<file path="src/rtl/ifu_icache_ctrl.sv">
// Miss/fill controller for the IFU instruction cache.
// It owns the tag/valid array and the round-robin victim pointer, and it
// sequences the hit lookup, the memory line fetch and the data-array fill.
module ifu_icache_ctrl #(
    parameter int unsigned NUM_TAGS     = 16,
    parameter int unsigned ADDR_WIDTH   = 32,
    parameter int unsigned OFFSET_WIDTH = 4,
    parameter int unsigned LINE_WIDTH   = 128,
    localparam int unsigned TAG_WIDTH   = ADDR_WIDTH - OFFSET_WIDTH,
    localparam int unsigned P_BITS      = $clog2(NUM_TAGS)
) (
    input  logic                    Clk,
    input  logic                    Rst,
    input  logic                    req_valid_i,
    input  logic [ADDR_WIDTH-1:0]   req_addr_i,
    output logic                    req_ready_o,
    input  logic                    flush_i,
    output logic                    rsp_valid_o,
    output logic [P_BITS-1:0]       rsp_idx_o,
    output logic [OFFSET_WIDTH-1:0] rsp_offset_o,
    output logic                    mem_rd_req_valid_o,
    output logic [ADDR_WIDTH-1:0]   mem_rd_req_addr_o,
    input  logic                    mem_rd_req_ready_i,
    input  logic                    mem_rd_rsp_valid_i,
    input  logic [LINE_WIDTH-1:0]   mem_rd_rsp_data_i,
    output logic                    data_wr_en_o,
    output logic [P_BITS-1:0]       data_wr_idx_o,
    output logic [LINE_WIDTH-1:0]   data_wr_line_o
);

    typedef enum logic [2:0] {
        IDLE      = 3'd0,
        LOOKUP    = 3'd1,
        MISS_REQ  = 3'd2,
        MISS_WAIT = 3'd3,
        FILL      = 3'd4,
        RESP      = 3'd5
    } state_t;

    state_t                  state_q, state_d;
    logic [ADDR_WIDTH-1:0]   addr_q, addr_d;
    logic [P_BITS-1:0]       victim_q, victim_d;
    logic                    from_ptr_q, from_ptr_d;
    logic [P_BITS-1:0]       ptr_q, ptr_d;
    logic [NUM_TAGS-1:0]     valid_q, valid_d;
    logic [TAG_WIDTH-1:0]    tag_q [NUM_TAGS];
    logic                    tag_we;

    logic                    hit;
    logic [P_BITS-1:0]       hit_idx;
    logic                    inv_found;
    logic [P_BITS-1:0]       inv_idx;
    logic [TAG_WIDTH-1:0]    req_tag;

    logic                    rsp_valid_d;
    logic [P_BITS-1:0]       rsp_idx_d;
    logic [OFFSET_WIDTH-1:0] rsp_offset_d;
    logic                    mem_valid_d;
    logic [ADDR_WIDTH-1:0]   mem_addr_d;
    logic                    wr_en_d;
    logic [P_BITS-1:0]       wr_idx_d;
    logic [LINE_WIDTH-1:0]   wr_line_d;

    assign req_tag = addr_q[ADDR_WIDTH-1:OFFSET_WIDTH];

    // Ready is the only combinational output; reset forces it low as well.
    assign req_ready_o = (state_q == IDLE) && !flush_i && !Rst;

    // Next-state, tag-array bookkeeping and next values of registered outputs.
    always_comb begin
        state_d    = state_q;
        addr_d     = addr_q;
        victim_d   = victim_q;
        from_ptr_d = from_ptr_q;
        ptr_d      = ptr_q;
        valid_d    = valid_q;
        tag_we     = 1'b0;
        hit        = 1'b0;
        hit_idx    = '0;
        inv_found  = 1'b0;
        inv_idx    = '0;

        // Lowest matching valid entry and lowest invalid entry.
        for (int unsigned i = 0; i < NUM_TAGS; i++) begin
            if (!hit && valid_q[i] && (tag_q[i] == req_tag)) begin
                hit     = 1'b1;
                hit_idx = P_BITS'(i);
            end
            if (!inv_found && !valid_q[i]) begin
                inv_found = 1'b1;
                inv_idx   = P_BITS'(i);
            end
        end

        case (state_q)
            IDLE: begin
                if (flush_i) begin
                    valid_d = '0;
                    ptr_d   = '0;
                end else if (req_valid_i) begin
                    addr_d  = req_addr_i;
                    state_d = LOOKUP;
                end
            end
            LOOKUP: begin
                if (hit) begin
                    victim_d = hit_idx;
                    state_d  = RESP;
                end else begin
                    victim_d   = inv_found ? inv_idx : ptr_q;
                    from_ptr_d = !inv_found;
                    state_d    = MISS_REQ;
                end
            end
            MISS_REQ: begin
                if (mem_rd_req_ready_i) state_d = MISS_WAIT;
            end
            MISS_WAIT: begin
                if (mem_rd_rsp_valid_i) state_d = FILL;
            end
            FILL: begin
                valid_d[victim_q] = 1'b1;
                tag_we            = 1'b1;
                if (from_ptr_q) ptr_d = ptr_q + P_BITS'(1);
                state_d = RESP;
            end
            RESP: begin
                state_d = IDLE;
            end
            default: begin
                state_d = IDLE;
            end
        endcase

        rsp_valid_d  = (state_d == RESP);
        rsp_idx_d    = (state_d == RESP) ? victim_d : rsp_idx_o;
        rsp_offset_d = (state_d == RESP) ? addr_q[OFFSET_WIDTH-1:0] : rsp_offset_o;
        mem_valid_d  = (state_d == MISS_REQ);
        mem_addr_d   = (state_d == MISS_REQ) ?
                       {addr_q[ADDR_WIDTH-1:OFFSET_WIDTH], {OFFSET_WIDTH{1'b0}}} :
                       mem_rd_req_addr_o;
        wr_en_d      = (state_d == FILL);
        wr_idx_d     = (state_d == FILL) ? victim_q : data_wr_idx_o;
        wr_line_d    = (state_q == MISS_WAIT && mem_rd_rsp_valid_i) ?
                       mem_rd_rsp_data_i : data_wr_line_o;
    end

    // Control state, valid bits, victim pointer and registered outputs.
    always_ff @(posedge Clk or posedge Rst) begin
        if (Rst) begin
            state_q            <= IDLE;
            addr_q             <= '0;
            victim_q           <= '0;
            from_ptr_q         <= 1'b0;
            ptr_q              <= '0;
            valid_q            <= '0;
            rsp_valid_o        <= 1'b0;
            rsp_idx_o          <= '0;
            rsp_offset_o       <= '0;
            mem_rd_req_valid_o <= 1'b0;
            mem_rd_req_addr_o  <= '0;
            data_wr_en_o       <= 1'b0;
            data_wr_idx_o      <= '0;
            data_wr_line_o     <= '0;
        end else begin
            state_q            <= state_d;
            addr_q             <= addr_d;
            victim_q           <= victim_d;
            from_ptr_q         <= from_ptr_d;
            ptr_q              <= ptr_d;
            valid_q            <= valid_d;
            rsp_valid_o        <= rsp_valid_d;
            rsp_idx_o          <= rsp_idx_d;
            rsp_offset_o       <= rsp_offset_d;
            mem_rd_req_valid_o <= mem_valid_d;
            mem_rd_req_addr_o  <= mem_addr_d;
            data_wr_en_o       <= wr_en_d;
            data_wr_idx_o      <= wr_idx_d;
            data_wr_line_o     <= wr_line_d;
        end
    end

    // Tag array; an entry's tag is written when its line is filled.
    always_ff @(posedge Clk or posedge Rst) begin
        if (Rst) begin
            for (int unsigned i = 0; i < NUM_TAGS; i++) tag_q[i] <= '0;
        end else if (tag_we) begin
            tag_q[victim_q] <= req_tag;
        end
    end

endmodule

</file>
<file path="config.mk">
export PLATFORM = sky130hd
export DESIGN_NAME = ifu_icache_ctrl
export DESIGN_NICKNAME = d
export VERILOG_FILES = /design/src/rtl/ifu_icache_ctrl.sv
export SDC_FILE = /design/constraint.sdc
export NUM_CORES = 2
export LEC_CHECK = 0
export ABC_AREA = 1
export CAP_MARGIN = 10
export CELL_PAD_IN_SITES_DETAIL_PLACEMENT = 1
export CELL_PAD_IN_SITES_GLOBAL_PLACEMENT = 1
export CORE_AREA = 2 2 273 275
export DETAILED_ROUTE_END_ITERATION = 10
export DIE_AREA = 0 0 275 277
export GPL_TIMING_DRIVEN = 0
export PLACE_DENSITY_LB_ADDON = 0.1
export SYNTH_ARGS = -nofsm -noshare
export SYNTH_HDL_FRONTEND = slang
export SYNTH_SLANG_ARGS = --single-unit
</file>
<file path="constraint.sdc">
create_clock -name Clk -period 29.6 [get_ports Clk]
set_input_delay 4.44 -clock Clk [delete_from_list [all_inputs] [get_ports Clk]]
set_output_delay 4.44 -clock Clk [all_outputs]
set_load 0.005 [all_outputs]
</file>
### Word-level counts from Yosys, hierarchy flattened

Index checks and enable logic that the tools add are counted.

| word-level totals | value |
|---|---|
| RAM bits | 0 |
| memories | 0 |
| bits in read-only memories | 0 |
| flip-flop bits (word level) | 679 |
| output and inout port bits | 176 |
| bits in latches | 0 |

| cells by class | value |
|---|---|
| equal/unequal tests | 25 |
| reductions and logical operators | 104 |
| shift-type cells | 0 |
| $lt $le $gt $ge | 4 |
| add/sub/neg operators | 1 |
| multipliers | 0 |
| multiplexer cells | 82 |
| div/mod/pow operators | 0 |
| bitwise operators | 4 |

Operators with widths:

| operator | count |
|---|---|
| 448-bit bitwise mux | 1 |
| 28-bit == test | 16 |
| 4-bit two-way mux | 33 |
| 28-bit demux with 4-bit select | 1 |
| 1-bit logical AND | 51 |
| 1-bit zero test | 47 |
| 1-bit two-way mux | 36 |
| 16-bit one-hot mux with 2 select lines | 1 |
| 28-bit two-way mux | 1 |
| 16-bit two-way mux | 1 |
| 16-bit OR | 1 |
| 3-bit two-way mux | 5 |
| 3-bit one-hot mux with 5 select lines | 1 |
| 3-bit by 2-bit == test with 1-bit output (second input constant) | 3 |
| 3-bit == test (second input constant) | 3 |
| 4-bit one-hot mux with 2 select lines | 1 |
| 3-bit AND reduction | 2 |
| 5-bit >= comparator (second input constant) | 1 |
| 4-bit by 5-bit less-than comparator with 1-bit output (second input constant) | 1 |
| 5-bit by 1-bit less-than comparator with 1-bit output (second input constant) | 1 |
| 4-bit NOT with 5-bit output | 1 |
| 4-bit by 1-bit adder with 4-bit output (second input constant) | 1 |
| 1-bit demux with 4-bit select | 1 |
| 4-bit by 1-bit >= comparator with 1-bit output (second input constant) | 1 |
| other kinds (6) | 9 |

### Logic depth before layout (Yosys ltp)

| depth | value |
|---|---|
| depth after elaboration | 66 |
| gate-level depth with buffers | 24 |

### Worst setup path before layout

No wires, ideal clock.

| timing path | value |
|---|---|
| kind | input-to-output |
| start point | input port flush_i |
| end point | output port req_ready_o |
| buffers on the path | 0 |
| cell stages on the path | 1 |
| setup slack | 20.516 ns |
| arrival | 4.644 ns |
| cells stage by stage | nor3_1 |

| between the ends | value |
|---|---|
| longest elaborated chain between the ends | 3 |

RTL lines:

| item | RTL line | RTL |
|---|---|---|
| start, declared | 17 | `input logic flush_i,` |
| 1-bit zero test | 67 | `assign req_ready_o = (state_q == IDLE) && !flush_i && !Rst;` |
| 1-bit logical AND (2 in series) | 67 |  |
| end, declared | 16 | `output logic req_ready_o,` |

Every way passes these cells.

### Final worst setup path

| timing path | value |
|---|---|
| start point | input port Rst |
| end point | output port req_ready_o |

| between the ends | value |
|---|---|
| longest elaborated chain between the ends | 2 |

RTL lines:

| item | RTL line | RTL |
|---|---|---|
| start, declared | 13 | `input logic Rst,` |
| 1-bit zero test (no source line) | n/a |  |
| 1-bit logical AND | 67 |  |

Every way passes these cells.

==> metrics.log <==
INFO  metric outcome = complete, no violations
INFO  metric placeableCoreArea = 73600 um2
INFO  metric postCtsResizedCells = 0
INFO  metric grt_first_pass_wirelength = between 200 and 250 mm
INFO  metric first_drt_pass_iteration_count = 5
INFO  metric mean_cell_area_of_the_mapped_netlist = 8.29 um2
INFO  metric total_of_endpoints_with_negative_setup_slack_in_the_final_report = 0
INFO  metric layout-drive-gt1-share = 5.84%
INFO  metric clockRootBuffer = clkbuf_16
INFO  metric timing.critical_path.required = 25160 ps
INFO  metric die_area = around 76000 um2
INFO  metric critPathMaxFanout = 2
INFO  metric worst_r2r_src = addr_q[21]
INFO  metric clk-insertion-delay-late = 650 ps
INFO  metric wire_per_inst = 27.5 um
INFO  metric seq_area_frac_synth = 54.5%
INFO  metric finalClockSkew = around 24 ps
INFO  metric synth_largest_area_cell = dfrtp_1
INFO  metric final.min_clock_period = 10120 ps
INFO  metric multi_input_area = between 10000 and 15000 um2
INFO  metric hold_path_startpoint = mem_rd_req_addr_o[24]
INFO  metric fp.dieW = 275 um
INFO  metric setup_repair_after_global_routing_missed_its_margin = no
INFO  metric p_per_area = 101 nW/um2
INFO  metric routed_via_density = ~5.8
INFO  metric grt_antenna_before_repair = 13
INFO  metric final-seq-area = 17000 um2
INFO  metric fin_nets = 4365
INFO  metric layout_common_cells = nand2_1 (1358), dfrtp_1 (679), o21ai_0 (548)
INFO  metric regToRegEndpoint = mem_rd_req_addr_o[5]
INFO  metric crit_path_end = req_ready_o
INFO  metric finalInstanceArea = 38500 um2
INFO  metric drcViolationCount = 0
INFO  metric synth-seq-cells = between 600 and 700
INFO  metric cts_inserted_buffers = 79
INFO  metric synth-edff-count = 0
INFO  metric final_common_cell = nand2_1
INFO  metric yosys-top-cells-area = dfrtp_1 (54%), nand2_1 (16%), o21ai_0 (8.8%)
INFO  metric power.switching = ~1700 uW
INFO  metric fill_cells = 8783
INFO  metric r2r_cells = 18
INFO  metric postSynth.topFlopCell = dfrtp_1
INFO  metric wl = 144 mm
INFO  metric tritoncts = yes
INFO  metric irDropWorstVdd = 66.1 uV
INFO  metric p_seq_share = 32.8%
INFO  metric synth_top_cell_area_share = 54.5%
INFO  metric worst_relative_slew_slack = 5.42%
INFO  metric finalMaxSlewViolations = 0
INFO  metric clock_path_buffers = 3
INFO  metric cap_violations = 0
INFO  metric die_height = roughly 280 um
INFO  metric power_switching_share = 43.6%
INFO  metric clock_sink_count = about 680
INFO  metric part_of_the_cycle_the_worst_path_needs = approximately 34%
INFO  metric fmax = 0.0988 GHz
INFO  metric fin_util = around 52%
INFO  metric placement_rows = 100
INFO  metric clock_power_share = between 20% and 30%
INFO  metric overflow = 0
INFO  metric placed_cell_area = around 36000 um2
INFO  metric netlist-cell-type-count = 53
INFO  metric drtAntennaViolNets = 0
INFO  metric place_congestion = 0.975
INFO  metric hold_class = reg2reg
INFO  metric comb_power_share = 43.2%
INFO  metric post-cts-setup-buffers = 0
INFO  metric intPower = 2200 uW
INFO  metric dr.first_iter.drc_count = 3383
INFO  metric layout-area-overhead-vs-synth = 23.3%
INFO  metric design.portCount = around 340
INFO  metric number_of_warnings_reported_in_the_yosys_synthesis_log = 0
INFO  metric synth-async-reset-ratio = 100%
INFO  metric total_vias_in_the_final_route = 30.1k
INFO  metric worst-setup-path-type = in2out
INFO  metric synthesis.area = 31200 um2
INFO  metric grt_util_all_layers = 37.8%
INFO  metric critPathCaptureType = output pin
INFO  metric timing.final.hold_violations = 0
INFO  metric htree_levels = 3
INFO  metric timing.reg2reg.setup_slack = between 20000 and 25000 ps
INFO  metric pin_count_of_the_biggest_net_entering_global_routing = 125
INFO  metric io_buffer_count = 337
INFO  metric arrival_time_worst_endpoint = between 5000 and 6000 ps
INFO  metric worst_slew_pin_slew = 1420 ps
INFO  metric dp_hpwl = 98.8 mm
INFO  metric cellLeakagePower = 0.0175 uW
INFO  metric grt_pass1_vias = 30.6k
INFO  metric cts_hold_repair.buffers = 0
INFO  metric worst_setup_path_start_kind = input pin
INFO  metric effective_utilization_at_floorplan = 42.4%
INFO  metric synthCells = around 3.8k
INFO  metric critPathLaunch = Rst
INFO  metric cts.clk_slew.worst_paths = about 60 ps
-- area by class of cell --
class                           instances  area share, %
Buffer                                267           3.30
Clock inverter                         14          0.195
Multi-Input combinational cell       2644           31.9
Timing Repair Buffer                  352           9.51
Inverter                              175           1.74
Tap cell                              969           3.15
Sequential cell                       679           44.2
Clock buffer                          114           5.93
Antenna cell                            9         0.0586
-- cells in the mapped netlist (23+ instances only) --
library cell and n:
nand4_1 26, buf_4 31, buf_2 26, xnor2_1 80, a22o_1 25, a21oi_1 60
o21ai_0 548, a221oi_1 23, o22ai_1 62, inv_1 151, dfrtp_1 679, nor2_1 219
xor2_1 49, clkbuf_1 194, nand2_1 1358, nand3_1 68
-- kinds of logic (layout without fill, tap and decap cells) --
logic type / count (synthesis) / count (layout) / synth area share (%)
flops: 679 / 679 / 54.5
buf+inv: 442 / 922 / 6.17
other cells: 1 / 13 / 0.0120
compound gates: 770 / 770 / 13.5
simple gates: 1735 / 1735 / 22.0
fa+ha+maj: 1 / 1 / 0.0401
xor+xnor: 129 / 129 / 3.62
mux: 5 / 5 / 0.177
-- flip-flops by register name, summed over array words and instances (netlist names) --
name	cells
tag_q	448
data_wr_line_o	128
addr_q	32
mem_rd_req_addr_o	28
valid_q	16
data_wr_idx_o	4
ptr_q	4
rsp_idx_o	4
rsp_offset_o	4
victim_q	4
state_q	3
data_wr_en_o	1
from_ptr_q	1
mem_rd_req_valid_o	1
rsp_valid_o	1
-- through the flow --
step                      hold WS, ps  setup TNS (ps)  total power, uW  instances  setup WS, ps
after global routing              491               0             4040       5216         19400
after CTS                         472               0             3860       5211         19470
after global placement            446        -1994660             2870       5071         -3010
after floorplan                   436               0             1990       3765          6130
final                             468               0             3900       5223         19480
after detailed placement          459               0             2910       5083         19470
-- critical path, cell delays in order --
cell and delay [ps]:
clkdlybuf4s50_1 510, nor3_1 200, clkdlybuf4s50_1 520
-- per-layer routing --
layer | global-route usage, % | wire length (um)
met2 | 57.5 | 64500
met3 | 8.73 | 13100
met4 | 23.8 | 10200
met5 | 0 | 0
met1 | 48.7 | 56000
-- worst min path at each step --
stage / end / slack, ps / depth (start not counted)
floorplan: rsp_offset_o[0] / 440 / 2
global placement: rsp_offset_o[1] / 450 / 2
detailed placement: data_wr_line_o[32] / 460 / 2
CTS: data_wr_line_o[16] / 470 / 2
global route: data_wr_line_o[82] / 490 / 2
finish: mem_rd_req_addr_o[24] / 470 / 2
-- power groups by stage --
stage          Sequential [uW]  Clock [uW]  Combinational [uW]
3_3_place_gp              1280           0                1590
5_1_grt                   1300         975                1760
3_5_place_dp              1290           0                1630
6_report                  1280         934                1690
4_1_cts                   1280         937                1640
2_1_floorplan             1270           0                 724
No activity file was read; power rests on OpenSTA's default activity.
